[src/rtl/alu_sequencer_if.sv]
// Instruction, ALU-drive and completion signals of the ALU sequencer.
// The slave modport is the sequencer; the master modport is the instruction source/consumer plus the ALU.
interface alu_sequencer_if #(
  parameter int WIDTH = 4
);
  logic [11:0]      instr;
  logic             instr_valid;
  logic             instr_ready;
  logic [WIDTH-1:0] alu_A;
  logic [WIDTH-1:0] alu_B;
  logic             alu_c_in;
  logic [1:0]       alu_op;
  logic             alu_l;
  logic [WIDTH-1:0] alu_R;
  logic             alu_zero;
  logic             alu_cout;
  logic             alu_sign;
  logic             done_valid;
  logic             done_ready;
  logic [WIDTH-1:0] result;
  logic [2:0]       flags;

  modport master (
    output instr, instr_valid, done_ready, alu_R, alu_zero, alu_cout, alu_sign,
    input  instr_ready, alu_A, alu_B, alu_c_in, alu_op, alu_l, done_valid, result, flags
  );

  modport slave (
    input  instr, instr_valid, done_ready, alu_R, alu_zero, alu_cout, alu_sign,
    output instr_ready, alu_A, alu_B, alu_c_in, alu_op, alu_l, done_valid, result, flags
  );
endinterface

[src/rtl/alu_sequencer.sv]
// Sequencer for the 4-bit ALU: accepts one instruction at a time, drives the ALU for one
// cycle from a small register file, stores the result and flags, and holds them until taken.
module alu_sequencer #(
  parameter int WIDTH  = 4,
  parameter int REG_AW = 2
) (
  input  logic           clk,
  input  logic           reset,
  alu_sequencer_if.slave bus
);
  localparam int NREGS = 2 ** REG_AW;

  typedef enum logic [1:0] {
    IDLE,
    EXEC,
    RESP
  } state_t;

  state_t           state_q, state_d;
  logic [11:1]      instr_q, instr_d;
  logic [WIDTH-1:0] regs_q [NREGS];
  logic [WIDTH-1:0] regs_d [NREGS];
  logic [WIDTH-1:0] result_q, result_d;
  logic             c_q, c_d;
  logic             z_q, z_d;
  logic             s_q, s_d;

  logic              isLi;
  logic              lBit;
  logic [1:0]        op;
  logic [REG_AW-1:0] rd;
  logic [REG_AW-1:0] rs;
  logic [REG_AW-1:0] rt;
  logic              useC;
  logic [WIDTH-1:0]  imm;

  assign isLi = instr_q[11];
  assign lBit = instr_q[10];
  assign op   = instr_q[9:8];
  assign rd   = instr_q[7:6];
  assign rs   = instr_q[5:4];
  assign rt   = instr_q[3:2];
  assign useC = instr_q[1];
  assign imm  = {instr_q[3:1], 1'b0} | {{(WIDTH-1){1'b0}}, 1'b0};

  always_ff @(posedge clk or posedge reset) begin
    if (reset) begin
      state_q  <= IDLE;
      instr_q  <= '0;
      result_q <= '0;
      c_q      <= 1'b0;
      z_q      <= 1'b0;
      s_q      <= 1'b0;
      for (int i = 0; i < NREGS; i++) regs_q[i] <= '0;
    end else begin
      state_q  <= state_d;
      instr_q  <= instr_d;
      result_q <= result_d;
      c_q      <= c_d;
      z_q      <= z_d;
      s_q      <= s_d;
      for (int i = 0; i < NREGS; i++) regs_q[i] <= regs_d[i];
    end
  end

  // The immediate's LSB is instr[0], which is otherwise a reserved bit; it is latched
  // separately so the rest of the instruction register can skip it.
  logic immLsb_q, immLsb_d;

  always_ff @(posedge clk or posedge reset) begin
    if (reset) immLsb_q <= 1'b0;
    else       immLsb_q <= immLsb_d;
  end

  logic [WIDTH-1:0] immValue;
  assign immValue = imm | {{(WIDTH-1){1'b0}}, immLsb_q};

  // The ALU reads the register file before this instruction's write, so rd may alias rs/rt,
  // and c_in sees the carry from before this instruction.
  always_comb begin
    state_d    = state_q;
    instr_d    = instr_q;
    immLsb_d   = immLsb_q;
    result_d   = result_q;
    c_d        = c_q;
    z_d        = z_q;
    s_d        = s_q;
    regs_d     = regs_q;

    bus.instr_ready = 1'b0;
    bus.alu_A       = '0;
    bus.alu_B       = '0;
    bus.alu_c_in    = 1'b0;
    bus.alu_op      = 2'b00;
    bus.alu_l       = 1'b0;
    bus.done_valid  = 1'b0;

    unique case (state_q)
      IDLE: begin
        bus.instr_ready = ~reset;
        if (bus.instr_valid) begin
          instr_d  = bus.instr[11:1];
          immLsb_d = bus.instr[0];
          state_d  = EXEC;
        end
      end
      EXEC: begin
        if (isLi) begin
          regs_d[rd] = immValue;
          result_d   = immValue;
          z_d        = (immValue == '0);
          s_d        = immValue[WIDTH-1];
        end else begin
          bus.alu_A    = regs_q[rs];
          bus.alu_B    = regs_q[rt];
          bus.alu_c_in = useC & c_q;
          bus.alu_op   = op;
          bus.alu_l    = lBit;
          regs_d[rd]   = bus.alu_R;
          result_d     = bus.alu_R;
          z_d          = bus.alu_zero;
          s_d          = bus.alu_sign;
          if (op == 2'b00) c_d = bus.alu_cout;
        end
        state_d = RESP;
      end
      RESP: begin
        bus.done_valid = 1'b1;
        if (bus.done_ready) state_d = IDLE;
      end
      default: state_d = IDLE;
    endcase
  end

  assign bus.result = result_q;
  assign bus.flags  = {c_q, z_q, s_q};
endmodule
[src/flat_wrapper.sv]
// flat-port wrapper written by rule: the top's interface ports become plain ports
module alu_sequencer_flat 
#(
  parameter int WIDTH  = 4,
  parameter int REG_AW = 2
)
  (clk, reset, bus_instr, bus_instr_valid, bus_done_ready, bus_alu_R, bus_alu_zero, bus_alu_cout, bus_alu_sign, bus_instr_ready, bus_alu_A, bus_alu_B, bus_alu_c_in, bus_alu_op, bus_alu_l, bus_done_valid, bus_result, bus_flags);
  alu_sequencer_if #(.WIDTH(WIDTH)) bus_i ();
  input  logic clk;
  input  logic reset;
  input wire logic [$bits(bus_i.instr)-1:0] bus_instr;
  input wire logic [$bits(bus_i.instr_valid)-1:0] bus_instr_valid;
  input wire logic [$bits(bus_i.done_ready)-1:0] bus_done_ready;
  input wire logic [$bits(bus_i.alu_R)-1:0] bus_alu_R;
  input wire logic [$bits(bus_i.alu_zero)-1:0] bus_alu_zero;
  input wire logic [$bits(bus_i.alu_cout)-1:0] bus_alu_cout;
  input wire logic [$bits(bus_i.alu_sign)-1:0] bus_alu_sign;
  output wire logic [$bits(bus_i.instr_ready)-1:0] bus_instr_ready;
  output wire logic [$bits(bus_i.alu_A)-1:0] bus_alu_A;
  output wire logic [$bits(bus_i.alu_B)-1:0] bus_alu_B;
  output wire logic [$bits(bus_i.alu_c_in)-1:0] bus_alu_c_in;
  output wire logic [$bits(bus_i.alu_op)-1:0] bus_alu_op;
  output wire logic [$bits(bus_i.alu_l)-1:0] bus_alu_l;
  output wire logic [$bits(bus_i.done_valid)-1:0] bus_done_valid;
  output wire logic [$bits(bus_i.result)-1:0] bus_result;
  output wire logic [$bits(bus_i.flags)-1:0] bus_flags;
  assign bus_i.instr = bus_instr;
  assign bus_i.instr_valid = bus_instr_valid;
  assign bus_i.done_ready = bus_done_ready;
  assign bus_i.alu_R = bus_alu_R;
  assign bus_i.alu_zero = bus_alu_zero;
  assign bus_i.alu_cout = bus_alu_cout;
  assign bus_i.alu_sign = bus_alu_sign;
  assign bus_instr_ready = bus_i.instr_ready;
  assign bus_alu_A = bus_i.alu_A;
  assign bus_alu_B = bus_i.alu_B;
  assign bus_alu_c_in = bus_i.alu_c_in;
  assign bus_alu_op = bus_i.alu_op;
  assign bus_alu_l = bus_i.alu_l;
  assign bus_done_valid = bus_i.done_valid;
  assign bus_result = bus_i.result;
  assign bus_flags = bus_i.flags;
  alu_sequencer #(.WIDTH(WIDTH), .REG_AW(REG_AW)) u_core (.clk(clk), .reset(reset), .bus(bus_i));
endmodule
[config.mk]
export PLATFORM = sky130hd
export DESIGN_NAME = alu_sequencer_flat
export DESIGN_NICKNAME = d
export VERILOG_FILES = /design/src/rtl/alu_sequencer_if.sv /design/src/rtl/alu_sequencer.sv /design/src/flat_wrapper.sv
export SDC_FILE = /design/constraint.sdc
export NUM_CORES = 1
export LEC_CHECK = 0
export ABC_AREA = 0
export CAP_MARGIN = 20
export CELL_PAD_IN_SITES_DETAIL_PLACEMENT = 0
export CELL_PAD_IN_SITES_GLOBAL_PLACEMENT = 1
export CORE_UTILIZATION = 40
export CTS_BUF_LIST = sky130_fd_sc_hd__clkbuf_4
export DETAILED_ROUTE_END_ITERATION = 6
export HOLD_SLACK_MARGIN = 0.15
export PLACE_DENSITY_LB_ADDON = 0.1
export SYNTH_ARGS = -nofsm -noshare
export SYNTH_HDL_FRONTEND = slang
export SYNTH_SLANG_ARGS = --single-unit
export TNS_END_PERCENT = 10
[constraint.sdc]
create_clock -name clk -period 1.5 [get_ports clk]
set_input_delay 0.3 -clock clk [delete_from_list [all_inputs] [get_ports clk]]
set_output_delay 0.3 -clock clk [all_outputs]
set_load 0.05 [all_outputs]
==> reports/results.tsv <==
metric	value	unit
run_status	complete, but fails checks	
violations	setup timing	
yosys_most_used_dff	dfrtp_1	
antenna_found_initial	0	
reg2reg_to	u_core.instr_q[9]$_DFFE_PP0P_	
io_pins	44	
synth_most_common_cell	dfrtp_1	
setup-tns-final	-4341	ps
sw_frac_of_total	0.4046	
synth-seq-cells	37	
detailroute.via_count	1320	
cts-htree-levels	2	
max_freq	512.5	MHz
clk_pin_slew	110	ps
synth_xor_area_frac	0	
synth_compound_gate_area_share	0.06167	
drt_iter0_markers	99	
yosysSeqAreaShare	0.5186	
synthToLayoutAreaGrowth	50.25	%
vias_per_cell	5.280	
wl_per_cell	15.23	µm
routabilityCongestion	0.8040	
critical_path_class	flip-flop to output pin	
antenna_violating_nets_post_route	0	
worst-slew-pin-transition	484.2	ps
synth_cells	144	
cts_num_sinks	37	
post-route-period-util	1.301	
hold_viol_final	0	
post_cts_hold_buffer_count	0	
detailed_place_hpwl	2793	µm
clock_power_share	0.091	
numCtsBuffers	5	
sequential_power_share	0.339	
final-instance-count-excl-fill	250	
clk_root_buffer_cell	clkbuf_4	
synth_area_leaders	dfrtp_1 (52%), mux4_2 (10%), mux2_1 (6.9%)	
timing.rr.start	u_core.state_q[1]$_DFFE_PP0P_	
yosys_warnings	0	
grt_pass1_wl	6541	µm
die_area	4735	µm²
maxSlewHeadroom	0.6759	
num-fill-cells	320	
r2r_setup_slack	100	ps
finalMaxSlewViolations	0	
synth_simple_gate_area_frac	0.1514	
cts_tree	done	
drt_pass_1_iters	4	
remaining_drc_errors	0	
worstRegToRegCells	4	
cell_count_after_placement	242	
mappedNetlistArea	1785	µm²
crit_start_category	flip-flop	
final_layout_size_suffix_gt1_frac	0.4000	
rsz0062_at_grt	true	
power.combinational.fraction	0.571	
fin_skew	9.280	ps
power.ir.vdd_worst	0.001016	V
setup_viol	13	
grt_pass1_vias	1382	
placementRows	23	
die_y	68.81	µm
design_power_total	5.899	mW
worst_ep_arrival_time	1650	ps
cp-end-kind	output pin	
antenna_cells	0	
pin_count_of_the_biggest_net_entering_global_routing	38	
groute.usage.overall	0.1972	
critical_path_peak_fanout	6	
start_util	0.4309	
layout.area.seq	929.6	µm²
period_needed	1951	ps
powerDensity	2199	nW/µm²
detail_route.wirelength	3807	µm
ffs_w_async_s_r_synth	1.000	
worst-endpoint-required	1200	ps
synthesis.area_per_instance	12.40	µm²
max_cap_violations	0	
nNetsFinal	222	
synth.mux.area_fraction	0.2256	
placeableCoreArea	4144	µm²
adder_and_majority_gate_portion_of_the_synthesized_area	0	
final.setup.worst_slack	-451.1	ps
post-cts-setup-buffers	0	
power.net_switching	2.386	mW
globalRouteOverflowTotal	0	
finalCoreUtilization	0.6473	
dominant_combinational_cell_family_by_area_after_synthesis	multiplexers	
multi_input_comb_area	847.1	µm²
number_of_flops_mapped_to_enable_cells_by_yosys	0	
clock_latency	350	ps
internal_power	3.512	mW
synthesis.nets	167	
leakagePower	1.134	nW
synth_commonest_cells	dfrtp_1 (37), nor2_1 (13), a21oi_1 (12)	
fp.dieW	68.81	µm
worstHoldPathType	input port to async pin	
portBuffers	43	
synth_cell_type_count	27	
synth_top_cell_by_area	dfrtp_1	
buffers_from_clock_root_to_sink_at_most	2	
netlist.area_leader.share	0.5186	
==> worst max-delay path: stages, from the launching register on <==
cell     delay (ps)
dfrtp_2         490
mux4_2          520
and2_4          160
buf_12          140
==> per-layer routing <==
metal  share of wire  GRT usage  vias to the layer above  wire length [µm]
met3           0.042    0.05099                        5               161
li1                -          -                      615                 -
met4           0.013    0.06122                        0                51
met5               0          0                        -                 0
met1            0.42     0.2471                      666              1614
met2            0.52     0.3333                       34              1980
==> worst max path at each step <==
stage	start	to	slack (ps)	cells past startpoint
floorplan	u_core.state_q[1]$_DFFE_PP0P_	bus_alu_l	-220	4
global placement	u_core.instr_q[2]$_DFFE_PP0P_	bus_alu_B[0]	-200	3
detailed placement	u_core.instr_q[2]$_DFFE_PP0P_	bus_alu_B[0]	-210	3
CTS	u_core.instr_q[2]$_DFFE_PP0P_	bus_alu_B[0]	-460	3
global route	u_core.instr_q[2]$_DFFE_PP0P_	bus_alu_B[3]	-520	3
finish	u_core.instr_q[2]$_DFFE_PP0P_	bus_alu_B[0]	-450	3
==> cells by family after synthesis <==
kind of cell,Yosys count
simple gates,44
buf+inv,13
mux,28
flops,37
compound gates,22
==> layout by cell type, fill, tap and decap left out, drive strengths merged <==
master and n:
mux2 15, mux4 8, and4bb 1, a21oi 12, nor4b 1, mux2i 5
clkinv 2, and3 1, clkdlybuf4s50 22, nor4bb 1, o21ai 10, nor2 13
nor3 1, clkbuf 6, inv 2, nor3b 1, dfrtp 37, nand4b 1
nand2 9, nand2b 2, nor4 2, buf 37, and2 11
==> sequential cells by signal, indices dropped and copies added, names as in the netlist <==
name and count:
u_core.bus.result 4, u_core.state_q 2, u_core.s_q 1, u_core.c_q 1
u_core.instr_q 11, u_core.z_q 1, u_core.immLsb_q 1, u_core.regs_q 16
==> per-stage QoR <==
stage / hold slack, ps / setup WS (ps) / area, µm²
final: 390.9 / -451.1 / 2683
after global routing: 413.4 / -524.2 / 2683
after CTS: 405.5 / -458.9 / 2683
after detailed placement: 484.1 / -205.2 / 2557
after global placement: 462.7 / -199.7 / 2557
after floorplan: 391.6 / -220.2 / 1790
==> area by class of cell <==
type / instances / share of cell area
multi-input cells: 94 / 0.3158
inverters: 2 / 0.002799
repair buffers: 59 / 0.2910
well taps: 50 / 0.02332
flip-flops and latches: 37 / 0.3465
clock buffers: 6 / 0.01679
clock inverters: 2 / 0.003731
==> power groups by stage <==
stage	logic, mW	registers, mW	clock network (mW)
2_1_floorplan	1.84	1.98	0
3_3_place_gp	3.19	1.96	0
3_5_place_dp	3.23	1.99	0
4_1_cts	3.40	2.00	0.545
5_1_grt	3.61	2.07	0.588
6_report	3.37	2.00	0.535
==> timing repair <==
action | CTS | global route
resized for setup | 23 | 0
endpoints found under the setup margin | 14 | 14
pin swaps | 10 | 0
No activity file was read; power rests on OpenSTA's default activity.
